===== config.mk =====
export PLATFORM = sky130hd
export DESIGN_NAME = rle_encoder_p_flat
export DESIGN_NICKNAME = d
export VERILOG_FILES = /design/src/rtl/rle_encoder_p_if.sv /design/src/rtl/rle_encoder_p.sv /design/src/flat_wrapper.sv
export SDC_FILE = /design/constraint.sdc
export NUM_CORES = 1
export LEC_CHECK = 0
export CORE_UTILIZATION = 30
export CTS_CLUSTER_SIZE = 12
export DETAILED_ROUTE_END_ITERATION = 16
export GPL_ROUTABILITY_DRIVEN = 0
export PLACE_DENSITY = 0.5
export SYNTH_ARGS = -nofsm -noshare
export SYNTH_HDL_FRONTEND = slang
export SYNTH_SLANG_ARGS = --single-unit

===== constraint.sdc =====
create_clock -name clk -period 9.4 [get_ports clk]
set_input_delay 1.88 -clock clk [delete_from_list [all_inputs] [get_ports clk]]
set_output_delay 1.88 -clock clk [all_outputs]
set_load 0.03 [all_outputs]

===== src/rtl/rle_encoder_p_if.sv =====
// rle_encoder_p_if: port-A bundle of the shared dual-port SRAM.
//   master (encoder): drives port_A_clk/addr/we/data_in, samples port_A_data_out.
//   slave  (SRAM)   : the reverse.
// The SRAM is synchronous with one cycle of read latency; addr is a byte
// address, only word-aligned accesses are issued.
`timescale 1ns/1ps
interface rle_encoder_p_if;
  logic        port_A_clk;
  logic [15:0] port_A_addr;
  logic        port_A_we;
  logic [31:0] port_A_data_in;
  logic [31:0] port_A_data_out;

  modport master (
    output port_A_clk, port_A_addr, port_A_we, port_A_data_in,
    input  port_A_data_out
  );

  modport slave (
    input  port_A_clk, port_A_addr, port_A_we, port_A_data_in,
    output port_A_data_out
  );
endinterface


===== src/rtl/rle_encoder_p.sv =====
// rle_encoder_p: parametrised run-length encoder.
// Reads a plaintext frame from SRAM port A, emits (count, symbol) pairs
// (count in the low CNT_W bits, symbol above it), packs PPW pairs per
// 32-bit word from bit 0 upward and writes the words back through port A.
// Runs saturate at 2^CNT_W-1.
//
// Ports:
//   clk, nreset          clock, async active-low reset
//   start                job request, sampled only when idle
//   message_addr/size    plaintext byte address (word aligned) / length in bytes
//   rle_addr             output byte address (word aligned)
//   sram                 port A bundle (rle_encoder_p_if.master)
//   rle_size             compressed length in bytes, valid with done
//   done / busy / err    job complete / job running / bad message_size
//
// Optional feature, macro RLE_STATS_EN: adds max_run (longest run of the
// job) and pair_count (pairs emitted), both valid with done.
`timescale 1ns/1ps
module rle_encoder_p #(
  parameter int SYM_W = 8,
  parameter int CNT_W = 8
) (
  input  logic            clk,
  input  logic            nreset,
  input  logic            start,
  input  logic [31:0]     message_addr,
  input  logic [31:0]     message_size,
  input  logic [31:0]     rle_addr,
  rle_encoder_p_if.master sram,
  output logic [31:0]     rle_size,
  output logic            done,
  output logic            busy,
  output logic            err
`ifdef RLE_STATS_EN
  ,
  output logic [CNT_W-1:0] max_run,
  output logic [31:0]      pair_count
`endif
);

  localparam int PAIR_W = SYM_W + CNT_W;
  localparam int PPW    = 32 / PAIR_W;   // pairs per output word
  localparam int SPW    = 32 / SYM_W;    // symbols per input word
  localparam int BPS    = SYM_W / 8;     // bytes per symbol
  localparam int PAIR_B = PAIR_W / 8;    // bytes per pair
  localparam logic [CNT_W-1:0] CNT_MAX = '1;

  typedef enum logic [2:0] {IDLE, RD_REQ, RD_WAIT, SCAN, WR, FLUSH, FIN} state_e;

  state_e             state_q, state_d;
  logic [31:0]        rd_ptr_q, rd_ptr_d;
  logic [31:0]        wr_ptr_q, wr_ptr_d;
  logic [31:0]        rem_q, rem_d;        // symbols left in the job
  logic [2:0]         wleft_q, wleft_d;    // symbols left in word_q
  logic [31:0]        word_q, word_d;      // current input word, consumed LSB first
  logic [SYM_W-1:0]   cur_q, cur_d;
  logic [CNT_W-1:0]   run_q, run_d;
  logic               open_q, open_d;      // a run is in progress
  logic               tail_q, tail_d;      // final pair already emitted
  logic [31:0]        buf_q, buf_d;
  logic [1:0]         bcnt_q, bcnt_d;      // pairs held in buf_q
  logic [31:0]        pairs_q, pairs_d;
  logic [31:0]        rle_size_q, rle_size_d;
  logic               done_q, done_d;
  logic               busy_q, busy_d;
  logic               err_q, err_d;

  logic               emit;
  logic [SYM_W-1:0]   sym;
  logic [31:0]        pair_w;
  logic               we_c;
  logic               wr_sel;

  always_ff @(posedge clk or negedge nreset) begin
    if (!nreset) begin
      state_q    <= IDLE;
      rd_ptr_q   <= '0;
      wr_ptr_q   <= '0;
      rem_q      <= '0;
      wleft_q    <= '0;
      word_q     <= '0;
      cur_q      <= '0;
      run_q      <= '0;
      open_q     <= 1'b0;
      tail_q     <= 1'b0;
      buf_q      <= '0;
      bcnt_q     <= '0;
      pairs_q    <= '0;
      rle_size_q <= '0;
      done_q     <= 1'b0;
      busy_q     <= 1'b0;
      err_q      <= 1'b0;
    end else begin
      state_q    <= state_d;
      rd_ptr_q   <= rd_ptr_d;
      wr_ptr_q   <= wr_ptr_d;
      rem_q      <= rem_d;
      wleft_q    <= wleft_d;
      word_q     <= word_d;
      cur_q      <= cur_d;
      run_q      <= run_d;
      open_q     <= open_d;
      tail_q     <= tail_d;
      buf_q      <= buf_d;
      bcnt_q     <= bcnt_d;
      pairs_q    <= pairs_d;
      rle_size_q <= rle_size_d;
      done_q     <= done_d;
      busy_q     <= busy_d;
      err_q      <= err_d;
    end
  end

  always_comb begin
    state_d    = state_q;
    rd_ptr_d   = rd_ptr_q;
    wr_ptr_d   = wr_ptr_q;
    rem_d      = rem_q;
    wleft_d    = wleft_q;
    word_d     = word_q;
    cur_d      = cur_q;
    run_d      = run_q;
    open_d     = open_q;
    tail_d     = tail_q;
    buf_d      = buf_q;
    bcnt_d     = bcnt_q;
    pairs_d    = pairs_q;
    rle_size_d = rle_size_q;
    done_d     = done_q;
    busy_d     = busy_q;
    err_d      = err_q;
    emit       = 1'b0;
    we_c       = 1'b0;
    wr_sel     = 1'b0;
    sym        = word_q[SYM_W-1:0];
    pair_w     = '0;
    pair_w[PAIR_W-1:0] = {cur_q, run_q};

    case (state_q)
      IDLE: begin
        if (start) begin
          rd_ptr_d   = message_addr;
          wr_ptr_d   = rle_addr;
          rem_d      = message_size / 32'(BPS);
          wleft_d    = '0;
          cur_d      = '0;
          run_d      = '0;
          open_d     = 1'b0;
          tail_d     = 1'b0;
          buf_d      = '0;
          bcnt_d     = '0;
          pairs_d    = '0;
          rle_size_d = '0;
          done_d     = 1'b0;
          busy_d     = 1'b1;
          err_d      = (message_size % 32'(BPS)) != 32'd0;
          state_d    = (err_d || message_size == 32'd0) ? FIN : RD_REQ;
        end
      end
      RD_REQ: state_d = RD_WAIT;
      RD_WAIT: begin
        word_d   = sram.port_A_data_out;
        rd_ptr_d = rd_ptr_q + 32'd4;
        // tail word: only the symbols still owed by the frame are consumed
        wleft_d  = (rem_q >= 32'(SPW)) ? 3'(SPW) : rem_q[2:0];
        state_d  = SCAN;
      end
      SCAN: begin
        if (rem_q != 32'd0) begin
          word_d  = word_q >> SYM_W;
          rem_d   = rem_q - 32'd1;
          wleft_d = wleft_q - 3'd1;
          if (!open_q) begin
            cur_d  = sym;
            run_d  = CNT_W'(1);
            open_d = 1'b1;
          end else if (sym == cur_q && run_q != CNT_MAX) begin
            run_d = run_q + CNT_W'(1);
          end else begin
            emit  = 1'b1;
            cur_d = sym;
            run_d = CNT_W'(1);
          end
        end else begin
          // all symbols consumed: this extra pass closes the open run, so a
          // cycle never has to append two pairs
          emit   = 1'b1;
          tail_d = 1'b1;
        end
        if (emit) begin
          buf_d   = buf_q | (pair_w << (32'(bcnt_q) * PAIR_W));
          bcnt_d  = bcnt_q + 2'd1;
          pairs_d = pairs_q + 32'd1;
        end
        if (bcnt_d == 2'(PPW))                   state_d = WR;
        else if (tail_d)                         state_d = FLUSH;
        else if (rem_d != 0 && wleft_d == 3'd0)  state_d = RD_REQ;
        else                                     state_d = SCAN;
      end
      WR: begin
        we_c     = 1'b1;
        wr_sel   = 1'b1;
        wr_ptr_d = wr_ptr_q + 32'd4;
        buf_d    = '0;
        bcnt_d   = '0;
        if (tail_q)                              state_d = FLUSH;
        else if (rem_q != 0 && wleft_q == 3'd0)  state_d = RD_REQ;
        else                                     state_d = SCAN;
      end
      FLUSH: begin
        // partial buffer goes out with zero upper bits; empty buffer skips the write
        wr_sel = 1'b1;
        if (bcnt_q != 2'd0) begin
          we_c     = 1'b1;
          wr_ptr_d = wr_ptr_q + 32'd4;
          buf_d    = '0;
          bcnt_d   = '0;
        end
        state_d = FIN;
      end
      FIN: begin
        done_d     = 1'b1;
        busy_d     = 1'b0;
        rle_size_d = pairs_q * 32'(PAIR_B);
        state_d    = IDLE;
      end
      default: state_d = IDLE;
    endcase
  end

  assign sram.port_A_clk     = clk;
  assign sram.port_A_we      = we_c;
  assign sram.port_A_addr    = wr_sel ? wr_ptr_q[15:0] : rd_ptr_q[15:0];
  assign sram.port_A_data_in = we_c ? buf_q : 32'd0;

  assign rle_size = rle_size_q;
  assign done     = done_q;
  assign busy     = busy_q;
  assign err      = err_q;

`ifdef RLE_STATS_EN
  logic [CNT_W-1:0] max_run_q, max_run_d;

  always_comb begin
    max_run_d = max_run_q;
    if (state_q == IDLE && start)           max_run_d = '0;
    else if (emit && run_q > max_run_q)     max_run_d = run_q;
  end

  always_ff @(posedge clk or negedge nreset) begin
    if (!nreset) max_run_q <= '0;
    else         max_run_q <= max_run_d;
  end

  assign max_run    = max_run_q;
  assign pair_count = pairs_q;
`endif

endmodule


===== src/flat_wrapper.sv =====
// flat-port wrapper written by rule: the top's interface ports become plain ports
module rle_encoder_p_flat 
#(
  parameter int SYM_W = 8,
  parameter int CNT_W = 8
)
  (clk, nreset, start, message_addr, message_size, rle_addr, rle_size, done, busy, err, sram_port_A_clk, sram_port_A_addr, sram_port_A_we, sram_port_A_data_in, sram_port_A_data_out);
  rle_encoder_p_if sram_i ();
  input  logic clk;
  input  logic nreset;
  input  logic start;
  input  logic [31:0] message_addr;
  input  logic [31:0] message_size;
  input  logic [31:0] rle_addr;
  output logic [31:0] rle_size;
  output logic done;
  output logic busy;
  output logic err;
  output wire logic [$bits(sram_i.port_A_clk)-1:0] sram_port_A_clk;
  output wire logic [$bits(sram_i.port_A_addr)-1:0] sram_port_A_addr;
  output wire logic [$bits(sram_i.port_A_we)-1:0] sram_port_A_we;
  output wire logic [$bits(sram_i.port_A_data_in)-1:0] sram_port_A_data_in;
  input wire logic [$bits(sram_i.port_A_data_out)-1:0] sram_port_A_data_out;
  assign sram_port_A_clk = sram_i.port_A_clk;
  assign sram_port_A_addr = sram_i.port_A_addr;
  assign sram_port_A_we = sram_i.port_A_we;
  assign sram_port_A_data_in = sram_i.port_A_data_in;
  assign sram_i.port_A_data_out = sram_port_A_data_out;
  rle_encoder_p #(.SYM_W(SYM_W), .CNT_W(CNT_W)) u_core (.clk(clk), .nreset(nreset), .start(start), .message_addr(message_addr), .message_size(message_size), .rle_addr(rle_addr), .sram(sram_i), .rle_size(rle_size), .done(done), .busy(busy), .err(err));
endmodule

# == Word level (Yosys, flattened, before mapping) ==
# Index checks and enable logic that the tools add are counted.
# op_classes
add_sub_neg,7
n_reduce_logical,29
shifts,1
n_mux,63
n_bitwise,1
eq_ne,14
magnitude_cmp,1
# op_table
cell,count
32-bit two-way mux,12
32-bit one-hot mux with 2 select lines,5
32-bit one-hot mux with 4 select lines,1
32-bit one-hot mux with 3 select lines,1
"32-bit by 3-bit adder with 32-bit output, second input constant",2
32-bit nonzero test,2
8-bit two-way mux,7
"32-bit by 1-bit adder with 32-bit output, second input constant",1
"32-bit by 3-bit >= comparator with 1-bit output, second input constant",1
32-bit logical NOT,1
32-bit bitwise OR,1
8-bit one-hot mux with 2 select lines,2
16-bit by 6-bit left shift with 32-bit output,1
"32-bit by 1-bit subtractor with 32-bit output, second input constant",1
3-bit two-way mux,9
3-bit one-hot mux with 6 select lines,1
16-bit two-way mux,1
2-bit two-way mux,6
3-bit AND reduction,4
1-bit two-way mux,11
1-bit one-hot mux with 2 select lines,5
2-bit AND reduction,5
2-bit nonzero test,5
"3-bit == test, second input constant",3
19 further kinds,28
# totals
elab_cells,132
reg_bits,252
inputBits,131

# == Longest topological paths before layout ==
# depth
depth_word,11
depth_mapped,12
mapped_depth_nobuf,10

==> flow_summary.yaml <==
pwr:
  vdd_ir_drop_max_mv: 0.1592
  p_total_w: 0.004447
  power_frac_clock: 0.252
  p_comb_frac: 0.401
  leakagePower_nw: 6.063
  seqPwrFrac: 0.346
  power.density_mw_per_mm2: 310.4
  switching_share: 0.4166
  p_sw_w: 0.001853
  p_int_w: 0.002595
worst_setup_path:
  crit_arrival_ns: 5.52
  crit_buf_inv: 3
  critPathCaptureType: "output pin"
  crit_fanout: 2
  path_class: "clk -> out"
  worstPathCellList: "clkbuf_16 -> clkbuf_16 -> clkdlybuf4s50_1"
  cp_slowest_cell: "clkdlybuf4s50_1"
  required_ns: 7.52
  critical_path.top_delay_family: "buffers and inverters"
  crit_top_cell: "clkbuf_16"
  rr_worst_depth: 8
  start_kind: "clock port"
  cp_num_cells: 3
  max_stage_delay_ns: 0.58
global_route:
  track_usage: 0.1801
  grt_pass1_vias: 9525
  overflow: 0
  antenna_found_initial: 0
  grt_max_degree: 109
  grt_pass1_wl_mm: 54.68
timing:
  tightest_slew_ns: 1.162
  skew_ns: 0.01101
  setup_viol: 0
  tns_ns: 0
  maxSlewHeadroom: 0.2223
  hold_viol: 0
  rsz0062_at_grt: "false"
  slew_violations: 0
  hold_ws_ns: 0.4704
logic_synthesis:
  yosysWarnings: 0
  ys_top_cells_by_area: "dfrtp_1, nand2_1, a22o_1, nor2_1, o21ai_0"
  syn_inst: 1233
  async_reset_ff_frac: 1.000
  synthFlopType: "dfrtp_1"
  synth_edf_count: 0
  synthTopCellsByCount: "dfrtp_1, nand2_1, nor2_1"
  seq_area_frac_synth: 0.4896
  avgSynthCellArea_um2: 9.037
  yosysTopAreaCell: "dfrtp_1"
  yosysTopAreaCellShare: 0.4896
  post-synth-top-count-cell: "dfrtp_1"
  synth-seq-cells: 218
  syn_area_mm2: 0.01114
  yosysUniqueCellTypes: 63
clocking:
  post_cts_resized: 0
  post_cts_buffers: 0
  cts_tree: "done"
  clkLatencyLatePin_ns: 0.64
  clk_pin_slew_ns: 0.06
  hold_buffers: 0
finish:
  syn2layout_area_growth_pct: 28.60
  fin_util: 0.3914
  stdcell_area_mm2: 0.01433
  diodes: 0
  drive_above_1_share: 0.06143
  fillers: 3698
  nets: 1522
detailed_routing:
  postRouteAntennaNets: 0
  drc: 0
  drt_wl_total_mm: 34.34
  first_pass_iters: 5
  drtIter0Drc: 656
  dr_total_vias: 9861
  wl_per_cell_um: 18.38
  avgViaCountPerCell: 5.279
place:
  portBuffers: 181
  place_area_mm2: 0.01338
  hpwl_mm: 23.00
hold_path:
  hold_depth: 2
  hp-class: "reg -> reg"
die:
  dieArea_mm2: 0.03792
  start_util: 0.3044
  core_area_mm2: 0.03661
  fp.dieW_um: 194.7
  die_y_um: 194.7
  rows: 70
  ios: 216
run:
  cap_violations: 0
outcome:
  outcome: "finished, final reports clean"
==> layout make-up <==
class                      count  area, um2  area share
sequential                   218       5455      0.3807
multi-input combinational    914       5318      0.3711
timing repair buffer         196       1927      0.1345
clock buffer                  42      842.1     0.05876
tap                          468      585.6     0.04086
clock inverter                 8      120.1    0.008382
inverter                      22      82.58    0.005763
==> through the flow <==
step / setup slack (ns) / std cells
5_1_grt: 1.976 / 1868
3_5_place_dp: 2.256 / 1819
6_report: 1.996 / 1868
3_3_place_gp: 2.256 / 1819
2_1_floorplan: 2.675 / 1234
4_1_cts: 1.993 / 1868
==> worst reg2reg max path: stages (launching register included) <==
cell and delay, ns:
dfrtp_1 0.50, nor4_2 0.51, nand2_1 0.37, nor4b_1 0.91, o21ai_0 0.34, or3_1 0.45, xnor2_1 0.14, or4_1 0.51
o41ai_2 0.27
==> state kept, by name, indices dropped and copies added (netlist names) <==
| name | cells |
|---|---|
| u_core.bcnt_q | 2 |
| u_core.rle_size | 31 |
| u_core.tail_q | 1 |
| u_core.open_q | 1 |
| u_core.pairs_q | 31 |
| u_core.run_q | 8 |
| u_core.done | 1 |
| u_core.state_q | 3 |
| u_core.busy | 1 |
| u_core.rem_q | 32 |
| u_core.wleft_q | 3 |
| u_core.wr_ptr_q | 16 |
| u_core.buf_q | 32 |
| u_core.cur_q | 8 |
| u_core.rd_ptr_q | 16 |
| u_core.word_q | 32 |
==> power groups by stage <==
stage	registers (W)	logic, W	clock network, W
after floorplan	0.00146	0.00127	0.0000159
after global placement	0.00154	0.00179	0.0000177
after detailed placement	0.00155	0.00180	0.0000177
after CTS	0.00154	0.00181	0.00116
after global routing	0.00159	0.00199	0.00120
final	0.00154	0.00179	0.00112
==> cells in the final DEF (no fill, tap or decap), types with 6 or more instances in the layout <==
cell type / Yosys / routed
dfrtp_1: 218 / 218
nand2_1: 205 / 204
clkdlybuf4s50_1: 0 / 180
nor2_1: 114 / 112
o21ai_0: 77 / 77
a22o_1: 74 / 74
a21oi_1: 58 / 57
and3_1: 45 / 45
nand3_1: 41 / 41
xnor2_1: 30 / 30
clkbuf_16: 0 / 30
a31oi_1: 27 / 27
nor3_1: 24 / 24
nor4_1: 23 / 23
inv_1: 22 / 22
nand4_1: 22 / 22
or3_1: 17 / 17
buf_4: 4 / 16
xor2_1: 13 / 13
a221o_1: 10 / 10
o211ai_1: 10 / 10
o311ai_0: 9 / 9
nand2b_1: 8 / 8
ha_1: 8 / 8
a211oi_1: 7 / 7
o22ai_1: 7 / 7
a22oi_1: 7 / 7
clkbuf_1: 63 / 7
or4_1: 6 / 6
a311oi_1: 6 / 6
==> kinds of logic (layout without fill, tap and decap cells) <==
| kind of cell | count (synthesis) | after routing | share of synthesized area |
|---|---|---|---|
| compound gates | 315 | 315 | 0.1936 |
| mux | 4 | 4 | 0.003593 |
| other cells | 1 | 2 | 0.0003365 |
| simple gates | 542 | 542 | 0.2340 |
| buf+inv | 102 | 268 | 0.03616 |
| fa+ha+maj | 8 | 8 | 0.008983 |
| flops | 218 | 218 | 0.4896 |
| xor+xnor | 43 | 43 | 0.03380 |
==> layer usage <==
metal  share of wire  GRT usage  vias to the layer above
met4           0.016    0.03851                        0
met2            0.45     0.2765                      271
met3           0.055    0.03019                       37
met1            0.48     0.2639                     4797
met5               0          0                        -
li1                -          -                     4756
==> path summary, 6_finish.rpt <==
| check | end | slack (ns) | start |
|---|---|---|---|
| setup reg to reg | u_core.state_q[1]$_DFFE_PN0N_ | 5.28 | u_core.rem_q[16]$_DFFE_PN0P_ |
| hold / removal | u_core.rd_ptr_q[0]$_DFFE_PN0P_ | 0.47 | u_core.rd_ptr_q[0]$_DFFE_PN0P_ |
| setup / recovery | sram_port_A_clk | 2.00 | clk |
| max in group asynchronous | u_core.pairs_q[2]$_DFFE_PN0P_ | 6.66 | nreset |
| min in group asynchronous | u_core.word_q[27]$_DFFE_PN0P_ | 1.31 | nreset |
| hold reg to reg | u_core.rd_ptr_q[0]$_DFFE_PN0P_ | 0.47 | u_core.rd_ptr_q[0]$_DFFE_PN0P_ |
No activity file was read; power rests on OpenSTA's default activity.
